`src/rtl/frame_streamer.sv`:
```
// frame_streamer
//   Buffers a push-only column stream into two FRAME_LEN-deep banks (ping-pong)
//   and replays each completed bank as one frame on a valid/last/ready stream.
//   A completed bank is presented on the cycle after its final write when the
//   reader is idle. Back-to-back frames stream without a bubble.
//
// Ports
//   clk_i       clock
//   rst_n_i     synchronous active-low reset
//   data_i      input column (COLUMN_LEN*BW bits)
//   valid_i     input column present; never stalled, dropped if no bank is free
//   data_o      output column (registered)
//   valid_o     output column valid (registered)
//   last_o      high with column FRAME_LEN-1 of each frame (registered)
//   ready_i     downstream ready
//   overflow_o  sticky, set when any input column is dropped
//   drop_cnt_o  (only with FRAME_STREAMER_DROP_CNT_EN) saturating drop count
//
// Optional feature macro: FRAME_STREAMER_DROP_CNT_EN
module frame_streamer #(
    parameter int FRAME_LEN  = 50,
    parameter int COLUMN_LEN = 1,
    parameter int BW         = 8
) (
    input  logic                     clk_i,
    input  logic                     rst_n_i,
    input  logic [COLUMN_LEN*BW-1:0] data_i,
    input  logic                     valid_i,
    output logic [COLUMN_LEN*BW-1:0] data_o,
    output logic                     valid_o,
    output logic                     last_o,
    input  logic                     ready_i,
    output logic                     overflow_o
`ifdef FRAME_STREAMER_DROP_CNT_EN
    ,
    output logic [15:0]              drop_cnt_o
`endif
);
    localparam int            DW       = COLUMN_LEN * BW;
    localparam int            IW       = (FRAME_LEN > 1) ? $clog2(FRAME_LEN) : 1;
    localparam logic [IW-1:0] LAST_IDX = IW'(FRAME_LEN - 1);

    typedef enum logic {IDLE, SEND} state_e;

    state_e        state_q;
    logic [DW-1:0] mem_q [2][FRAME_LEN];
    logic [1:0]    full_q, full_d, full_eff;
    logic          wr_bank_q, rd_bank_q;
    logic [IW-1:0] wr_idx_q, rd_idx_q, rd_idx_nxt;
    logic [DW-1:0] data_q;
    logic          valid_q, last_q, overflow_q;
    logic          wr_ok, wr_done, drop, hs, release_bank;

    always_comb begin
        wr_ok        = valid_i & ~full_q[wr_bank_q];
        wr_done      = wr_ok & (wr_idx_q == LAST_IDX);
        drop         = valid_i & full_q[wr_bank_q];
        hs           = valid_q & ready_i;
        release_bank = (state_q == SEND) & hs & last_q;
        rd_idx_nxt   = rd_idx_q + 1'b1;
        // Reader sees a bank completing this cycle as already full; this is
        // what gives the one-cycle completion-to-valid latency. Column 0 is
        // always in memory by then since FRAME_LEN >= 2.
        full_eff = full_q;
        if (wr_done) full_eff[wr_bank_q] = 1'b1;
        // Writer and reader never own the same bank, so set/clear cannot collide.
        full_d = full_eff;
        if (release_bank) full_d[rd_bank_q] = 1'b0;
    end

    // Bank storage carries no reset: full flags gate every read.
    always_ff @(posedge clk_i) begin
        if (wr_ok) mem_q[wr_bank_q][wr_idx_q] <= data_i;
    end

    always_ff @(posedge clk_i) begin
        if (!rst_n_i) begin
            state_q    <= IDLE;
            full_q     <= '0;
            wr_bank_q  <= 1'b0;
            wr_idx_q   <= '0;
            rd_bank_q  <= 1'b0;
            rd_idx_q   <= '0;
            data_q     <= '0;
            valid_q    <= 1'b0;
            last_q     <= 1'b0;
            overflow_q <= 1'b0;
        end else begin
            full_q     <= full_d;
            overflow_q <= overflow_q | drop;

            // Writer: a dropped column leaves the index untouched, so writing
            // resumes at index 0 once the bank is released.
            if (wr_ok) begin
                if (wr_done) begin
                    wr_idx_q  <= '0;
                    wr_bank_q <= ~wr_bank_q;
                end else begin
                    wr_idx_q  <= wr_idx_q + 1'b1;
                end
            end

            // Reader
            case (state_q)
                IDLE: begin
                    if (full_eff[rd_bank_q]) begin
                        data_q   <= mem_q[rd_bank_q][0];
                        valid_q  <= 1'b1;
                        last_q   <= 1'b0;
                        rd_idx_q <= '0;
                        state_q  <= SEND;
                    end
                end
                SEND: begin
                    // Without a handshake everything holds.
                    if (hs) begin
                        if (last_q) begin
                            rd_bank_q <= ~rd_bank_q;
                            rd_idx_q  <= '0;
                            last_q    <= 1'b0;
                            if (full_eff[~rd_bank_q]) begin
                                data_q  <= mem_q[~rd_bank_q][0];
                            end else begin
                                valid_q <= 1'b0;
                                state_q <= IDLE;
                            end
                        end else begin
                            rd_idx_q <= rd_idx_nxt;
                            data_q   <= mem_q[rd_bank_q][rd_idx_nxt];
                            last_q   <= (rd_idx_nxt == LAST_IDX);
                        end
                    end
                end
                default: state_q <= IDLE;
            endcase
        end
    end

    assign data_o     = data_q;
    assign valid_o    = valid_q;
    assign last_o     = last_q;
    assign overflow_o = overflow_q;

`ifdef FRAME_STREAMER_DROP_CNT_EN
    logic [15:0] drop_cnt_q, drop_cnt_d;

    always_comb begin
        drop_cnt_d = drop_cnt_q;
        if (drop && drop_cnt_q != 16'hFFFF) drop_cnt_d = drop_cnt_q + 16'd1;
    end

    always_ff @(posedge clk_i) begin
        if (!rst_n_i) drop_cnt_q <= '0;
        else          drop_cnt_q <= drop_cnt_d;
    end

    assign drop_cnt_o = drop_cnt_q;
`endif

endmodule

```
`config.mk`:
```
export PLATFORM = sky130hd
export DESIGN_NAME = frame_streamer
export DESIGN_NICKNAME = d
export VERILOG_FILES = /design/src/rtl/frame_streamer.sv
export SDC_FILE = /design/constraint.sdc
export NUM_CORES = 1
export LEC_CHECK = 0
export ABC_AREA = 1
export CAP_MARGIN = 25
export CORE_MARGIN = 5
export CORE_UTILIZATION = 33
export DETAILED_ROUTE_END_ITERATION = 16
export PLACE_DENSITY_LB_ADDON = 0.2
export SLEW_MARGIN = 20
export SYNTH_ARGS = -nofsm -noshare
export SYNTH_HDL_FRONTEND = slang
export SYNTH_SLANG_ARGS = --single-unit
```
`constraint.sdc`:
```
create_clock -name clk_i -period 2.4 [get_ports clk_i]
set_clock_uncertainty 0.05 [all_clocks]
set_input_delay 0.36 -clock clk_i [delete_from_list [all_inputs] [get_ports clk_i]]
set_output_delay 0.36 -clock clk_i [all_outputs]
set_load 0.05 [all_outputs]
```
Word level (Yosys, flattened, before mapping)

Memory sizes are Yosys's and may differ from the RTL's. A register that Yosys moved wholly into a read port is not among the register bits.
Cells that the tools add are included.

Register bits after elaboration: 28
Bits of input ports: 12
Memories kept: 1
Word-level logic and storage cells: 97
Bits in writable memories: 800
Output and inout port bits: 11

Order comparisons: 8
Add/sub/neg operators: 2
Bitwise operators: 16
Muxes and demuxes: 45
Eq/ne operators: 7
Reductions and logical operators: 8

Memories:

| name  | words | bits a word | read ports | clocked after memory_dff | wr ports | RTL line | source |
|---|---|---|---|---|---|---|---|
| mem_q | 2     | 400         | 2          | 1                        | 1        | 46       | `logic [DW-1:0] mem_q [2][FRAME_LEN];` |

Operators by type and width:

| kind                                                        | count |
|---|---|
| 2-to-1 mux 400 bit                                          | 1 |
| 2-to-1 mux 8 bit                                            | 7 |
| binary-select mux 8 bit (select 6 bit)                      | 1 |
| demux 8 bit (select 6 bit)                                  | 1 |
| 2-to-1 mux 6 bit                                            | 4 |
| 2-to-1 mux 1 bit                                            | 22 |
| one-hot mux 8 bit (2 select lines)                          | 1 |
| >= comparator 7 bit (second input constant)                 | 2 |
| inverter 6 -> 7 bit                                         | 2 |
| adder 6 x 1 -> 6 bit (second input constant)                | 2 |
| == test 6 bit (second input constant)                       | 2 |
| one-hot mux 6 bit (2 select lines)                          | 1 |
| less-than comparator 7 x 1 -> 1 bit (second input constant) | 1 |
| AND 1 bit                                                   | 6 |
| less-than comparator 1 x 2 -> 1 bit (second input constant) | 3 |
| one-hot mux 1 bit (2 select lines)                          | 3 |
| AND reduction 3 bit                                         | 2 |
| 2-to-1 mux 2 bit                                            | 2 |
| != test 2 x 1 -> 1 bit (second input constant)              | 2 |
| != test 2 bit (second input constant)                       | 2 |
| inverter 1 bit                                              | 4 |
| AND reduction 2 bit                                         | 2 |
| AND reduction 4 bit                                         | 1 |
| logical AND 1 bit                                           | 3 |
| 7 further kinds                                             | 9 |

Longest topological paths before layout

Gate-level depths: netlist (run 1).

Depth in word-level cells: 12
Mapped depth: 19
Depth with buffers taken out: 17

Least setup slack after synthesis (run 1)

OpenSTA, ideal clock, no wires.

Kind: reg-to-reg
Start point: reg rd_idx_q[0]
End point: reg data_q[6] (netlist: data_o[6])
Period minus slack after synthesis: 2.575 ns
Stages on the path, launching flop included: 20
Library setup time: 0.134 ns
Required time: 2.216 ns
Buffers on the path: 5
Slack: -0.175 ns
Arrival time: 2.391 ns
Path through: dfxtp_1 buf_4 inv_2 buf_2 buf_2 ha_1 inv_1 clkbuf_1 clkbuf_1 nand3_1 nand3_1 nand2_1 nand2_1 nand2_1 nand2_1 nand3_1 nand3_1 nand2_1 nand2_1 a21oi_1

Cells in the longest elaborated chain, start to end: 8

RTL lines:

| item                                                | RTL line | source |
|---|---|---|
| start, declared                                     | 49       | `logic [IW-1:0] wr_idx_q, rd_idx_q, rd_idx_nxt;` |
| start signal, assigned                              | 128      | `rd_idx_q <= rd_idx_nxt;` |
| adder 6 x 1 -> 6 bit                                | 60       | `rd_idx_nxt = rd_idx_q + 1'b1;` |
| inverter 6 -> 7 bit (not written as such)           | 129      | `data_q <= mem_q[rd_bank_q][rd_idx_nxt];` |
| binary-select mux 8 bit (select 6 bit)              | 129      |  |
| 2-to-1 mux 8 bit (not written as such) (2 in a row) | 129      |  |
| 2-to-1 mux 8 bit                                    | 117      | `if (last_q) begin` |
| 2-to-1 mux 8 bit                                    | 116      | `if (hs) begin` |
| one-hot mux 8 bit (2 select lines)                  | 104      | `case (state_q)` |
| end signal, assigned                                | 107      | `data_q <= mem_q[rd_bank_q][0];` |
| end signal, assigned                                | 122      | `data_q <= mem_q[~rd_bank_q][0];` |
| end signal, assigned                                | 129      |  |
| end, declared                                       | 50       | `logic [DW-1:0] data_q;` |

Every way passes these cells. The select of a mux whose other input is x is not followed.
A chain may end at the register's enable or synchronous reset.

Worst setup path in the final report (run 1)

Start point: reg rd_idx_q[0]
End point: reg data_q[1] (netlist: data_o[1])

Same word-level chain as after synthesis.

==> results.py, run 1 <==
metrics = {
    "status": {
        "status": "complete, but fails checks",
        "violations": "setup timing",
    },
    "die": {
        "row_count": 119,
        "die_w_um": 336.5,
        "ioPinCount": 23,
        "start_util": 0.3332,
        "core_um2": 105600,
        "die_y_um": 336.5,
        "die-area_um2": 113200,
    },
    "global_routing": {
        "grt_pass1_vias": 23774,
        "grt_max_degree": 101,
        "grtUsageTotal": 0.1811,
        "grt_pass1_wl_um": 155000,
        "antenna_found_initial": 1,
        "grt.overflow.total": 0,
    },
    "sta": {
        "hold-worst-slack_ps": 123.6,
        "rsz0062_at_grt": "true",
        "max_freq_ghz": 0.4149,
        "setup_viol_count_final": 1,
        "drv_slew": 0,
        "fin_crit_ps": 2410,
        "fin_ws_ps": -9.995,
        "max_slew.worst_pin.slew_ps": 716.3,
        "hold_violations": 0,
        "slew_headroom": 0.5207,
        "finalCritPeriodShare": 1.004,
    },
    "drt": {
        "ant_nets": 0,
        "via_count": 24953,
        "routedWlPerCell_um": 21.59,
        "first_pass_iters": 6,
        "avgViaCountPerCell": 4.959,
        "drt_iter0_markers": 2071,
        "finalWirelength_um": 108600,
        "drc_errors": 0,
    },
    "final_layout": {
        "drive_gt1_frac": 0.1805,
        "finalCoreUtilization": 0.4166,
        "final_nets": 3579,
        "final_cells": 5032,
        "syn_to_final_growth_pct": 25.02,
    },
    "power": {
        "peakVddDrop_uv": 465.4,
        "p_leak_nw": 16.70,
        "p_per_area_nw_per_um2": 706.6,
    },
    "yosys": {
        "synth-edff-count": 800,
        "netlist_area_um2": 35170,
        "netlist.area_leader.share": 0.6830,
        "syn-instance-count": 3284,
        "yosysMostFrequentCell": "nand2_1",
        "ys_ff_latch": 829,
        "netlist-cell-type-count": 37,
        "seq_area_frac_synth": 0.6995,
        "synthTopCellsByCount": "nand2_1, edfxtp_1, nor2_1",
        "synth_warnings": 0,
        "synth_fp_nets": 3300,
        "synth_area_leaders": "edfxtp_1, nand2_1, nand3_1",
        "avgSynthCellArea_um2": 10.71,
        "ys_async_sr_fraction": 0,
        "synth_area_leader_cell": "edfxtp_1",
        "synth-main-ff-cell": "edfxtp_1",
    },
    "setup_path": {
        "crit_type": "register to register",
        "critical_path.max_fanout": 6,
        "worstPathRequired_ps": 2930,
        "worstPathArrival_ps": 2940,
        "start_kind": "register",
        "crit_path_end_kind": "register",
    },
    "clock_network": {
        "clk_path_buf_depth": 3,
        "clock_latency_ps": 660,
        "cts_root_buffer": "clkbuf_16",
        "htreeDepth": 3,
        "cts-buffers-inserted": 92,
        "cts.sinks": 829,
        "cts_tree": "yes",
        "clkTransAtPathRegs_ps": 60,
    },
    "placement": {
        "dp_worst_setup_slack_ps": -307.2,
        "dp.cells": 4792,
        "dp_hpwl_um": 64070,
        "routabilityCongestion": 0.8295,
        "io_buffers": 22,
    },
    "run": {
        "maxCapViolations": 0,
    },
    "worst_hold_path": {
        "hold_path.class": "primary input to register",
    },
}
## state kept, by name, summed over array words and instances (netlist names), named ones only
name        count
state_q         1
full_q          2
rd_bank_q       1
data_o          8
overflow_o      1
last_o          1
wr_idx_q        6
valid_o         1
mem_q         800
rd_idx_q        6
wr_bank_q       1
## metrics by stage
step                      cell area, um2  TNS, ps  power, W
after floorplan                    35200        0   0.01641
after global placement             39140   -99820   0.01689
after detailed placement           39140   -91660   0.01689
after CTS                          42510   -19.40   0.03130
after global routing               43970   -600.4   0.03193
final                              43970   -9.995   0.03107
## worst max-delay path, cell delays in order, from the launching register on
cell and delay [ps]:
dfxtp_4 400, buf_12 120, buf_16 110, nand4_1 150, buf_4 190, nand2_4 80
inv_6 40, nor2_4 220, buf_12 210, nand3_4 100, nand2_2 60, inv_1 60
nand2_2 80, nand2_1 70, nand3_2 70, nand3_2 60, nand2_2 90, nand2_1 50
a21oi_1 130
## cells in the final DEF (no fill, tap or decap), types with 5 or more instances in the layout
cell / synthesis / final
inv_1: 189 / 184
clkdlybuf4s50_1: 0 / 11
edfxtp_1: 800 / 800
nor2_4: 0 / 7
nor2_1: 480 / 465
clkinv_1: 1 / 23
inv_6: 0 / 8
nand3_2: 3 / 63
o21ai_0: 190 / 175
clkinv_2: 0 / 10
buf_16: 0 / 15
o22ai_1: 8 / 8
a31oi_1: 8 / 8
a21oi_1: 36 / 31
clkbuf_1: 73 / 20
bufinv_16: 0 / 14
nand3_4: 1 / 8
o21ai_1: 10 / 24
or2_2: 6 / 6
nand2_2: 1 / 37
buf_6: 7 / 9
nand2_4: 0 / 5
dfxtp_1: 29 / 25
buf_12: 0 / 60
nand3_1: 406 / 339
nor2_2: 3 / 11
nor3_1: 21 / 20
nand2_1: 854 / 813
a21oi_2: 1 / 5
buf_4: 25 / 257
inv_2: 7 / 9
clkbuf_16: 0 / 108
o211ai_1: 18 / 18
## final timing paths
kind | startpoint | cells after the start | slack, ps | endpoint
worst min register to register | full_q[1]$_SDFF_PN0_ | 2 | 460 | full_q[1]$_SDFF_PN0_
worst min-delay path | data_i[0] | 1 | 120 | mem_q[0][56]$_DFFE_PP_
worst max-delay path | rd_idx_q[0]$_SDFFE_PN0P_ | 18 | -10 | data_o[1]$_SDFFE_PN0P_
worst max register to register | rd_idx_q[0]$_SDFFE_PN0P_ | 18 | -10 | data_o[1]$_SDFFE_PN0P_
## power by group
| part | internal [W] | switching [W] | total [W] |
|---|---|---|---|
| combinational | 0.000155 | 0.000514 | 0.000669 |
| sequential | 0.0159 | 0.0000277 | 0.0159 |
| clock | 0.00863 | 0.00585 | 0.0145 |
| total | 0.0247 | 0.00639 | 0.0311 |
## layer usage
| metal | global-route usage | wire length (um) | up-vias |
|---|---|---|---|
| met4 | 0.04767 | 2671 | 0 |
| met5 | 0 | 0 | - |
| li1 | - | - | 11763 |
| met2 | 0.2952 | 50830 | 696 |
| met1 | 0.2603 | 49930 | 12349 |
| met3 | 0.02000 | 5200 | 145 |
## area by class of cell
class	instances	area, um2
Fill cell	10005	61590
Sequential cell	829	24610
Multi-Input combinational cell	2067	9534
Timing Repair Buffer	375	4245
Clock buffer	113	2402
Tap cell	1391	1740
Inverter	197	767.0
Clock inverter	58	660.6
Timing Repair inverter	1	8.758
Antenna cell	1	2.502
## repair_timing
action,in CTS,in global routing
hold buffers,2,0
gates resized for setup,28,176
buffers inserted,6,42
setup endpoints to repair,10,8
pin swaps,3,50
gates cloned,2,16
hold endpoints to repair,8,0
## logic make-up after synthesis
| family | synth area share |
|---|---|
| and+or+nand+nor | 0.2083 |
| AOI/OAI and AO/OA | 0.04140 |
| xor gates and xnor gates | 0.001210 |
| adders and majority gates | 0.001423 |
| DFF | 0.6995 |
| buffers and inverters | 0.04816 |
Note: power is estimated with default switching activity, not from simulation.
==> run 2, diff against run 1 <==
- ABC_CLOCK_PERIOD_IN_PS: unset -> 2400
==> results of run 2 <==
No change in the layout: final DEF, timing and power equal those of run 1.
